**src/rtl/rf_access_sequencer.sv**
```systemverilog
// Sequencer/arbiter sharing a single-ported-per-cycle register file
// between a two-operand read client and a write client.
module rf_access_sequencer #(
    parameter int DATA_WIDTH = 32,
    parameter int ADDR_WIDTH = 5,
    parameter bit ZERO_WP    = 1'b1
) (
    input  logic                  CLK,
    input  logic                  RST,
    input  logic                  RD_REQ,
    input  logic [ADDR_WIDTH-1:0] RD_ADDR1,
    input  logic [ADDR_WIDTH-1:0] RD_ADDR2,
    output logic                  RD_ACK,
    output logic [DATA_WIDTH-1:0] RD_DATA1,
    output logic [DATA_WIDTH-1:0] RD_DATA2,
    input  logic                  WR_REQ,
    input  logic [ADDR_WIDTH-1:0] WR_ADDR,
    input  logic [DATA_WIDTH-1:0] WR_DATA,
    output logic                  WR_ACK,
    output logic                  RF_READ,
    output logic                  RF_WRITE,
    output logic [ADDR_WIDTH-1:0] RF_ADDR_R1,
    output logic [ADDR_WIDTH-1:0] RF_ADDR_R2,
    output logic [ADDR_WIDTH-1:0] RF_ADDR_W,
    output logic [DATA_WIDTH-1:0] RF_DATA_W,
    input  logic [DATA_WIDTH-1:0] RF_DATA_R1,
    input  logic [DATA_WIDTH-1:0] RF_DATA_R2,
    output logic                  BUSY
);

    typedef enum logic [1:0] {
        IDLE,
        RD_ISSUE,
        RD_HOLD,
        WR_ISSUE
    } state_e;

    state_e                state_q, state_d;
    logic                  last_rd_q, last_rd_d;
    logic                  rd_ack_q, rd_ack_d;
    logic                  wr_ack_q, wr_ack_d;
    logic [DATA_WIDTH-1:0] rd_data1_q, rd_data1_d;
    logic [DATA_WIDTH-1:0] rd_data2_q, rd_data2_d;
    logic [ADDR_WIDTH-1:0] addr_r1_q, addr_r1_d;
    logic [ADDR_WIDTH-1:0] addr_r2_q, addr_r2_d;
    logic [ADDR_WIDTH-1:0] addr_w_q, addr_w_d;
    logic [DATA_WIDTH-1:0] data_w_q, data_w_d;

    logic rd_elig, wr_elig;
    logic grant_rd, grant_wr;
    logic wr_blocked;

    // A client whose ACK is on the bus this cycle is still holding the
    // REQ of the finished transaction, so it sits out this arbitration.
    assign rd_elig  = RD_REQ && !rd_ack_q;
    assign wr_elig  = WR_REQ && !wr_ack_q;
    assign grant_rd = rd_elig && (!wr_elig || !last_rd_q);
    assign grant_wr = wr_elig && (!rd_elig || last_rd_q);

    always_comb begin
        state_d    = state_q;
        last_rd_d  = last_rd_q;
        rd_ack_d   = 1'b0;
        wr_ack_d   = 1'b0;
        rd_data1_d = rd_data1_q;
        rd_data2_d = rd_data2_q;
        addr_r1_d  = addr_r1_q;
        addr_r2_d  = addr_r2_q;
        addr_w_d   = addr_w_q;
        data_w_d   = data_w_q;
        unique case (state_q)
            IDLE: begin
                if (grant_rd) begin
                    state_d   = RD_ISSUE;
                    last_rd_d = 1'b1;
                    addr_r1_d = RD_ADDR1;
                    addr_r2_d = RD_ADDR2;
                end else if (grant_wr) begin
                    state_d   = WR_ISSUE;
                    last_rd_d = 1'b0;
                    addr_w_d  = WR_ADDR;
                    data_w_d  = WR_DATA;
                end
            end
            RD_ISSUE: begin
                state_d = RD_HOLD;
            end
            RD_HOLD: begin
                rd_data1_d = RF_DATA_R1;
                rd_data2_d = RF_DATA_R2;
                rd_ack_d   = 1'b1;
                state_d    = IDLE;
            end
            WR_ISSUE: begin
                wr_ack_d = 1'b1;
                state_d  = IDLE;
            end
            default: begin
                state_d = IDLE;
            end
        endcase
    end

    always_ff @(posedge CLK) begin
        if (RST) begin
            state_q    <= IDLE;
            last_rd_q  <= 1'b1;
            rd_ack_q   <= 1'b0;
            wr_ack_q   <= 1'b0;
            rd_data1_q <= '0;
            rd_data2_q <= '0;
            addr_r1_q  <= '0;
            addr_r2_q  <= '0;
            addr_w_q   <= '0;
            data_w_q   <= '0;
        end else begin
            state_q    <= state_d;
            last_rd_q  <= last_rd_d;
            rd_ack_q   <= rd_ack_d;
            wr_ack_q   <= wr_ack_d;
            rd_data1_q <= rd_data1_d;
            rd_data2_q <= rd_data2_d;
            addr_r1_q  <= addr_r1_d;
            addr_r2_q  <= addr_r2_d;
            addr_w_q   <= addr_w_d;
            data_w_q   <= data_w_d;
        end
    end

    // Strobes are gated by RST so an aborted cycle never touches the file.
    assign wr_blocked = ZERO_WP && (addr_w_q == '0);
    assign RF_READ    = !RST && ((state_q == RD_ISSUE) || (state_q == RD_HOLD));
    assign RF_WRITE   = !RST && (state_q == WR_ISSUE) && !wr_blocked;
    assign BUSY       = (state_q != IDLE);

    assign RD_ACK     = rd_ack_q;
    assign WR_ACK     = wr_ack_q;
    assign RD_DATA1   = rd_data1_q;
    assign RD_DATA2   = rd_data2_q;
    assign RF_ADDR_R1 = addr_r1_q;
    assign RF_ADDR_R2 = addr_r2_q;
    assign RF_ADDR_W  = addr_w_q;
    assign RF_DATA_W  = data_w_q;

    a_strobe_excl: assert property (@(posedge CLK) !(RF_READ && RF_WRITE));
    a_rd_ack_pulse: assert property (@(posedge CLK) disable iff (RST) RD_ACK |=> !RD_ACK);
    a_wr_ack_pulse: assert property (@(posedge CLK) disable iff (RST) WR_ACK |=> !WR_ACK);

endmodule

```
**config.mk**
```make
export PLATFORM = sky130hd
export DESIGN_NAME = rf_access_sequencer
export DESIGN_NICKNAME = d
export VERILOG_FILES = /design/src/rtl/rf_access_sequencer.sv
export SDC_FILE = /design/constraint.sdc
export NUM_CORES = 1
export LEC_CHECK = 0
export ABC_AREA = 1
export BUFFER_PORTS_ARGS = -buffer_cell sky130_fd_sc_hd__buf_2
export CORE_UTILIZATION = 35
export DETAILED_ROUTE_END_ITERATION = 8
export PLACE_DENSITY = 0.63
export SLEW_MARGIN = 20
export SYNTH_ARGS = -nofsm -noshare
export SYNTH_HDL_FRONTEND = slang
export SYNTH_SLANG_ARGS = --single-unit
```
**constraint.sdc**
```tcl
create_clock -name CLK -period 1.3 [get_ports CLK]
set_input_delay 0.195 -clock CLK [delete_from_list [all_inputs] [get_ports CLK]]
set_output_delay 0.195 -clock CLK [all_outputs]
set_load 0.1 [all_outputs]
```
==> impl_metrics.json, run 1 <==
{
  "run_status": "finished with violations",
  "violations": "setup timing",
  "grt_pass1_wl_mm": 22.3,
  "critPathMaxFanout": 3,
  "core_area_um2": 12700,
  "drc_errors": 0,
  "fin_crit_sh_pct": 123,
  "hold_class": "input port to flip-flop",
  "grt_usage_pct": 21.5,
  "finalClockSkew_ps": 11.4,
  "cts-root-buf": "clkbuf_16",
  "setup_tns_ps": -18730,
  "synth_largest_area_cell": "dfxtp_1",
  "synth_nets": 748,
  "num_vias": 5416,
  "switching_share_pct": 48.0,
  "nets": 1055,
  "critPathRequiredTime_ps": 1110,
  "ys_warn_count": 0,
  "crit_type": "flip-flop to output pin",
  "drv_slew": 0,
  "instances_no_fill": 1120,
  "path_cells": "inv_4 > ha_4 > inv_2 > nor2_4 > buf_12",
  "grt_util_met2_pct": 35.7,
  "cp-start-kind": "flip-flop",
  "initial_core_util_pct": 36.1,
  "internal_power_mw": 10.8,
  "rsz0062_at_grt": "true",
  "endpoint_kind": "output pin",
  "dp_hpwl_mm": 8.19,
  "cts_max_path_buffers": 2,
  "avgSynthCellArea_um2": 7.30,
  "netlist_instances": 629,
  "grt_overflow_total": 0,
  "dieWidth_um": 117,
  "place_congestion": 0.725,
  "netlist.area_leader.share_pct": 50.6,
  "use_met1_pct": 24.7,
  "grt_pass1_vias": 4725,
  "max_freq_mhz": 627,
  "grt_busiest_layer": "met2",
  "ios": 231,
  "cts_buffers": 17,
  "yosysUniqueCellTypes": 14,
  "antenna_found_initial": 0,
  "p_switching_mw": 9.95,
  "die_y_um": 117,
  "hold_viol": 0,
  "n_fill_cell": 854,
  "cts_sinks": 116,
  "cts_max_level": 4,
  "multi_input_area_um2": 2750,
  "regArea_um2": 2360,
  "worst_ir_drop_vdd_mv": 1.68,
  "async_reset_ff_share_pct": 0,
  "worst_slew_pin_slew_ps": 366,
  "use_met3_pct": 8.30,
  "fin_ws_ps": -295,
  "synth-edff-count": 0,
  "combPwrFrac_pct": 54.7,
  "dp_cells": 1003,
  "synthTopCellsByArea": "dfxtp_1 51%, nor2_1 15%, o21ai_0 7.4%, nand3_1 5.4%, a21oi_1 5.1%",
  "max-slew-margin-rel_pct": 75.6,
  "pwr-share-seq_pct": 23.6,
  "syn_area_um2": 4590,
  "first_pass_iters": 7,
  "slowest_stage": "dfxtp_4",
  "port_buffers": 230,
  "p_leak_nw": 4.33,
  "die_area_um2": 13600,
  "grt_max_degree": 62,
  "drive_above_1_share_pct": 57.3,
  "timing.critical_path.arrival_ps": 1400,
  "drtIter0Drc": 295,
  "num_rows": 41,
  "final_util_pct": 73.5,
  "period_needed_ps": 1590,
  "areaGrowthSynthToFinish_pct": 104,
  "clk_pin_slew_ps": 50,
  "maxCapViolCount": 0,
  "slowest_delay_ps": 380,
  "ant_nets": 0,
  "via_per_inst": 4.84,
  "tritoncts": "built",
  "synth_seq_cells": 116,
  "diodes": 0,
  "clk_latency_ps": 420,
  "p_per_area_nw_per_um2": 2220,
  "synth_ff_type": "dfxtp_1",
  "p_clk_share_pct": 21.7,
  "yosysSeqAreaShare_pct": 50.6,
  "post_drt_wl_per_cell_um": 16.8,
  "totalWireLength_mm": 18.8,
  "setup_viol": 123
}
-- layout make-up --
class	count	area share [%]
clock buffers	28	5.65
clock inverters	3	0.428
inverters	59	2.84
multi-input cells	408	29.4
flip-flops and latches	116	25.2
well taps	172	2.30
repair buffers	333	34.0
repair inverters	1	0.174
-- cells in the final DEF, fill, tap and decap left out --
cell / Yosys / final
a21oi_1: 47 / 23
a21oi_2: 0 / 23
a21oi_4: 0 / 1
buf_12: 0 / 30
buf_16: 0 / 8
buf_2: 17 / 114
buf_4: 10 / 95
buf_6: 5 / 31
buf_8: 0 / 5
bufinv_16: 0 / 1
clkbuf_1: 14 / 6
clkbuf_16: 0 / 28
clkbuf_8: 0 / 4
clkinv_16: 0 / 1
clkinv_2: 0 / 2
clkinv_8: 0 / 1
dfxtp_1: 116 / 107
dfxtp_4: 0 / 9
dlygate4sd3_1: 0 / 40
ha_1: 4 / 1
ha_4: 0 / 3
inv_1: 57 / 51
inv_12: 0 / 1
inv_2: 2 / 4
inv_4: 0 / 2
nand2_1: 55 / 47
nand2_2: 0 / 7
nand2_4: 0 / 1
nand3_1: 50 / 3
nand3_2: 0 / 44
nand3_4: 0 / 3
nor2_1: 183 / 118
nor2_2: 0 / 33
nor2_4: 1 / 33
o21ai_0: 68 / 2
o21ai_1: 0 / 7
o21ai_2: 0 / 58
o21ai_4: 0 / 1
-- stage by stage --
step                power, mW  setup slack (ps)  cell area (um2)  hold WS [ps]
global route             21.4              -343             9350          4.42
detailed placement       12.8             -21.6             6150           422
finish                   20.7              -295             9350          3.12
CTS                      18.7              -295             8010        0.0250
global placement         12.8              1.84             6150           416
floorplan                11.3             -59.4             4680           258
-- logic make-up (layout without fill, tap and decap cells) --
kind of cell	after synthesis	after routing	synth area share, %
AOI/OAI and AO/OA	115	115	12.5
adders and majority gates	4	4	1.09
buffers and inverters	105	424	10.7
DFF	116	116	50.6
and+or+nand+nor	289	289	25.1
-- cells in the mapped netlist (2+ instances only) --
cell type,instances
buf_6,5
a21oi_1,47
buf_2,17
inv_2,2
buf_4,10
nand3_1,50
nand2_1,55
inv_1,57
dfxtp_1,116
o21ai_0,68
ha_1,4
clkbuf_1,14
nor2_1,183
-- path summary, 6_finish.rpt --
check,endpoint,cells past startpoint,from,slack (ps)
max reg2reg,RF_DATA_W[24]$_SDFFE_PP0P_,10,state_q[0]$_SDFFE_PP0P_,-250
min,RD_DATA2[26]$_SDFFE_PP0P_,3,RF_DATA_R2[26],3
max,RF_READ,5,state_q[1]$_SDFFE_PP0P_,-290
min reg2reg,RF_DATA_W[9]$_SDFFE_PP0P_,2,RF_DATA_W[9]$_SDFFE_PP0P_,480
-- sequential cells by signal, summed over array words and instances (netlist names), 2 cells and up --
| signal | flops |
|---|---|
| RF_DATA_W | 32 |
| state_q | 2 |
| RF_ADDR_W | 5 |
| RD_DATA2 | 32 |
| RF_ADDR_R2 | 5 |
| RF_ADDR_R1 | 5 |
| RD_DATA1 | 32 |
-- metal layers --
layer / part of all wire, % / wire (um) / vias up
li1: - / - / 2606
met1: 39 / 7370 / 2537
met2: 51 / 9550 / 231
met3: 7.5 / 1410 / 42
met4: 2.7 / 505 / 0
met5: 0 / 0 / -
-- critical path, delay by kind of cell, from the launching register on --
kind / cells / cell delay [ps]
fa+ha+maj: 1 / 250
buf+inv: 3 / 260
flops: 1 / 380
simple gates: 1 / 90
-- repair_timing --
item,CTS,global route
hold endpoints to repair,40,0
endpoints found under the setup margin,147,122
pin swaps,27,94
resized for setup,183,315
gates cloned,11,17
setup buffers,11,8
hold buffers,40,0
-- power by group through the flow --
| stage | logic (mW) | clock network, mW | registers (mW) |
|---|---|---|---|
| CTS | 9.46 | 4.54 | 4.70 |
| floorplan | 1.83 | 0 | 9.49 |
| global route | 11.7 | 4.73 | 4.96 |
| global placement | 8.15 | 0 | 4.68 |
| detailed placement | 8.15 | 0 | 4.70 |
| finish | 11.3 | 4.49 | 4.89 |
No activity file was read; power rests on OpenSTA's default activity.
==> run 2: changes to the inputs <==
- SKIP_CTS_REPAIR_TIMING: default -> 1
- clock period: 1.3 -> 1.4 ns (I/O delays scaled with it)
==> impl_metrics.json, run 2 (synthesis gave the netlist of run 1 again) <==
{
  "endpoint_kind": "output pin",
  "place_congestion": 0.720,
  "fin_crit_sh_pct": 115,
  "critPathTopFamily": "flip-flops",
  "p_total_mw": 16.9,
  "postPlaceCellArea_um2": 5990,
  "final_util_pct": 55.7,
  "pwr-share-seq_pct": 25.5,
  "setup_tns_ps": -552,
  "grt_pass1_wl_mm": 18.7,
  "max-slew-margin-rel_pct": 67.1,
  "core_area_um2": 12700,
  "num_vias": 4706,
  "areaGrowthSynthToFinish_pct": 54.3,
  "hold_viol": 0,
  "cp-start-kind": "flip-flop",
  "port_buffers": 230,
  "grt_max_degree": 75,
  "min_path_cells": 3,
  "critPathMaxFanout": 3,
  "nets": 972,
  "critPathBufInv": 3,
  "final_common_cell": "nor2_1",
  "p_per_area_nw_per_um2": 2390,
  "drtIter0Drc": 235,
  "die_area_um2": 13600,
  "final_cell_area_um2": 7090,
  "hold_class": "input port to flip-flop",
  "cts_max_level": 4,
  "drive_above_1_share_pct": 35.5,
  "slowest_stage": "dfxtp_4",
  "holdWs_ps": 18.0,
  "maxCapViolCount": 0,
  "violations": "setup timing",
  "first_pass_iters": 4,
  "period_needed_ps": 1610,
  "hold_start": "RF_DATA_R2[5]",
  "rrSetupSlack_ps": 10,
  "totalWireLength_mm": 13.2,
  "antenna_found_initial": 0,
  "grt_overflow_total": 0,
  "path_depth": 5,
  "ant_nets": 0,
  "initial_core_util_pct": 36.1,
  "post_drt_wl_per_cell_um": 12.8,
  "finalClockSkew_ps": 6.96,
  "switching_share_pct": 47.6,
  "dp_hpwl_mm": 8.25,
  "num_rows": 41,
  "tritoncts": "built",
  "clk_latency_ps": 410,
  "setup_viol": 3,
  "worst_slew_pin_slew_ps": 497,
  "p_leak_nw": 3.61,
  "internal_power_mw": 8.86,
  "die_y_um": 117,
  "r2r-end": "RD_DATA2[11]$_SDFFE_PP0P_",
  "worstHoldEndpoint": "RD_DATA2[5]$_SDFFE_PP0P_",
  "crit_type": "flip-flop to output pin",
  "clk_pin_slew_ps": 60,
  "cts-root-buf": "clkbuf_16",
  "cts_buffers": 17,
  "drc_errors": 0,
  "run_status": "finished with violations",
  "rr_worst_depth": 7,
  "cts_max_path_buffers": 2,
  "rsz0062_at_grt": "true",
  "grt_usage_pct": 17.9,
  "p_switching_mw": 8.05,
  "cts_sinks": 116,
  "path_cells": "inv_4 > ha_4 > inv_2 > nor2_4 > buf_12",
  "critPathRequiredTime_ps": 1190,
  "worst_ir_drop_vdd_mv": 1.42,
  "slowest_delay_ps": 380,
  "via_per_inst": 4.53,
  "fin_ws_ps": -210,
  "p_clk_share_pct": 27.8,
  "worstReg2RegStart": "state_q[0]$_SDFFE_PP0P_",
  "mostFrequentLayoutCells": "181 x nor2_1, 120 x buf_2, 107 x dfxtp_1, 107 x clkbuf_4, 67 x o21ai_0",
  "diodes": 0,
  "ios": 231,
  "grt_pass1_vias": 4028,
  "combPwrFrac_pct": 46.8,
  "drv_slew": 0,
  "dieWidth_um": 117,
  "timing.critical_path.arrival_ps": 1400,
  "max_freq_mhz": 621
}
-- run 2: cell types whose count changed in the layout (fill, tap and decap cells not counted), moves of 19 or more --
cell / delta
a21oi_2: -23
nor2_2: -33
nand3_2: -43
a21oi_1: +24
o21ai_2: -57
nor2_1: +63
buf_12: -19
dlygate4sd3_1: -40
buf_4: -89
nand3_1: +46
buf_6: -28
clkbuf_4: +107
nor2_4: -30
o21ai_0: +65
-- run 2: worst max-delay path by stage --
| stage | from | endpoint |
|---|---|---|
| final | state_q[1]$_SDFFE_PP0P_ | RF_READ |
| after global routing | state_q[0]$_SDFFE_PP0P_ | RF_WRITE |
| after CTS | state_q[0]$_SDFFE_PP0P_ | RF_WRITE |
| after detailed placement | state_q[0]$_SDFFE_PP0P_ | RD_DATA2[26]$_SDFFE_PP0P_ |
| after global placement | state_q[0]$_SDFFE_PP0P_ | RD_DATA1[25]$_SDFFE_PP0P_ |
| after floorplan | state_q[0]$_SDFFE_PP0P_ | RF_READ |
-- run 2: through the flow --
step                      std cells  setup WS (ps)
after floorplan                 629           4.64
after global placement          999           87.1
after detailed placement        999           69.1
after CTS                      1031           -351
after global routing           1038           -275
final                          1038           -210
-- run 2: cell type report --
class / instances / area (um2)
Timing Repair Buffer: 251 / 1800
Multi-Input combinational cell: 408 / 1830
Tap cell: 172 / 215
Fill cell: 1217 / 5640
Inverter: 59 / 231
Sequential cell: 116 / 2350
Clock buffer: 20 / 478
Clock inverter: 12 / 174
-- run 2: power by group through the flow --
stage               Sequential [mW]  Clock (mW)  Combinational [mW]
CTS                            4.28        4.79                7.40
global placement               4.32           0                7.39
floorplan                      8.81           0                1.67
finish                         4.31        4.70                7.91
detailed placement             4.32           0                7.39
global route                   4.38        4.98                8.29
-- run 2: worst reg2reg max path: stages (launching register included) --
cell,delay [ps]
dfxtp_2,320
inv_1,90
buf_4,120
ha_2,270
inv_2,110
clkbuf_16,210
nor2_1,120
nor2_1,50
-- run 2: metal layers --
metal / GRT usage, % / part of all wire (%) / vias to the layer above
met5: 0 / 0 / -
met4: 7.09 / 0.85 / 0
met3: 8.87 / 10 / 9
met2: 27.7 / 46 / 185
met1: 21.1 / 44 / 2088
li1: - / - / 2424
==> run 3: changes to the inputs <==
==> constraint.sdc (replaced) <==
create_clock -name CLK -period 1.4 [get_ports CLK]
set_input_delay 0.07 -clock CLK [delete_from_list [all_inputs] [get_ports CLK]]
set_output_delay 0.07 -clock CLK [all_outputs]
set_load 0.1 [all_outputs]
==> impl_metrics.json, run 3 (synthesis gave the netlist of run 1 again) <==
{
  "run_status": "finished with violations",
  "violations": "hold timing, setup timing",
  "crit_type": "flip-flop to output pin",
  "diodes": 0,
  "switching_share_pct": 47.4,
  "drc_errors": 0,
  "pwr-share-seq_pct": 25.1,
  "cts_buffers": 17,
  "fin_ws_ps": -113,
  "endpoint_kind": "output pin",
  "worst_path_most_repeated_cell": "inv_1",
  "hold_viol": 34,
  "cts_max_path_buffers": 2,
  "ios": 231,
  "nets": 1048,
  "mostFrequentLayoutCells": "227 x buf_2, 180 x nor2_1, 107 x dfxtp_1",
  "postPlaceCellArea_um2": 5990,
  "clk_pin_slew_ps": 60,
  "slowest_delay_ps": 320,
  "grt_overflow_total": 0,
  "drv_slew": 0,
  "hold_class": "input port to flip-flop",
  "fin_crit_sh_pct": 108,
  "antenna_found_initial": 0,
  "grt_pass1_vias": 4169,
  "core_area_um2": 12700,
  "drive_above_1_share_pct": 32.5,
  "grt_pass1_wl_mm": 19.3,
  "clk_latency_ps": 420,
  "dp_hpwl_mm": 8.37,
  "path_cells": "inv_1 > ha_4 > inv_1 > nor2_2 > buf_12",
  "via_per_inst": 4.51,
  "post_drt_wl_per_cell_um": 12.6,
  "holdWs_ps": -60.8,
  "period_needed_ps": 1510,
  "totalWireLength_mm": 14.0,
  "drtIter0Drc": 380,
  "final_util_pct": 59.2,
  "initial_core_util_pct": 36.1,
  "ant_nets": 0,
  "worst_ir_drop_vdd_mv": 1.54,
  "n_fill_cell": 1131,
  "die_area_um2": 13600,
  "grt_max_degree": 75,
  "dieWidth_um": 117,
  "internal_power_mw": 8.99,
  "first_pass_iters": 6,
  "finalClockSkew_ps": 10.4,
  "cts-root-buf": "clkbuf_16",
  "cts_sinks": 116,
  "slowest_stage": "dfxtp_2",
  "critPathMaxFanout": 2,
  "max-slew-margin-rel_pct": 65.7,
  "die_y_um": 117,
  "num_rows": 41,
  "max_freq_mhz": 661,
  "maxCapViolCount": 0,
  "combPwrFrac_pct": 45.2,
  "p_per_area_nw_per_um2": 2270,
  "final_common_cell": "buf_2",
  "critPathRequiredTime_ps": 1330,
  "num_vias": 5024,
  "multi_input_area_um2": 1830,
  "areaGrowthSynthToFinish_pct": 64.1,
  "port_buffers": 230,
  "cts_max_level": 4,
  "place_ws_ps": -6.39,
  "rsz0062_at_grt": "true",
  "grt_usage_pct": 18.5,
  "tritoncts": "built",
  "critPathBufInv": 3,
  "final_cell_area_um2": 7540,
  "place_congestion": 0.731,
  "p_leak_nw": 3.95,
  "timing.critical_path.arrival_ps": 1440,
  "setup_viol": 3,
  "p_clk_share_pct": 29.7,
  "regArea_um2": 2340,
  "critPathTopFamily": "flip-flops",
  "p_switching_mw": 8.11,
  "worst_slew_pin_slew_ps": 518,
  "cp-start-kind": "flip-flop"
}
-- run 3: cell count changes in the layout (fill, tap and decap cells not counted), moves of 3 or more --
cell,previous run,this run
buf_4,6,9
clkbuf_4,107,0
dfxtp_4,8,1
dfxtp_2,1,8
bufinv_16,4,7
clkbuf_16,22,18
buf_2,120,227
dlygate4sd3_1,0,76
-- run 3: stage by stage --
step                      TNS [ps]  std cells  power [mW]  hold slack [ps]
after detailed placement     -6.39       1004        11.7              299
after global routing          -797       1114        17.8            -70.8
after CTS                     -574       1036        16.8             -148
after global placement           0       1004        11.7              292
after floorplan              -3660        629        10.4              133
final                         -225       1114        17.1            -60.8
-- run 3: final cells by class --
type                    count  share of cell area (%)
clock buffers              18                    5.69
clock inverters            14                    3.42
inverters                  59                    3.00
multi-input cells         408                    24.3
flip-flops and latches    116                    31.0
well taps                 172                    2.86
repair buffers            327                    29.8
-- run 3: metal layers --
metal / GRT usage, % / wire length, um
met2: 28.8 / 6380
met4: 8.86 / 308
met5: 0 / 0
met1: 22.2 / 6160
met3: 7.32 / 1200
-- run 3: power by group through the flow --
| stage | logic, mW | clock network (mW) | registers (mW) |
|---|---|---|---|
| floorplan | 1.63 | 0 | 8.80 |
| global placement | 7.41 | 0 | 4.31 |
| detailed placement | 7.42 | 0 | 4.31 |
| CTS | 7.43 | 5.15 | 4.27 |
| global route | 8.13 | 5.32 | 4.36 |
| finish | 7.73 | 5.08 | 4.29 |
-- run 3: path summary, 6_finish.rpt --
path | startpoint | endpoint | slack [ps] | depth (start not counted)
min reg2reg | RF_DATA_W[12]$_SDFFE_PP0P_ | RF_DATA_W[12]$_SDFFE_PP0P_ | 480 | 2
max | state_q[1]$_SDFFE_PP0P_ | RF_READ | -110 | 5
max reg2reg | state_q[1]$_SDFFE_PP0P_ | RF_DATA_W[13]$_SDFFE_PP0P_ | 40 | 8
min | RST | WR_ACK$_SDFF_PP0_ | -60 | 2
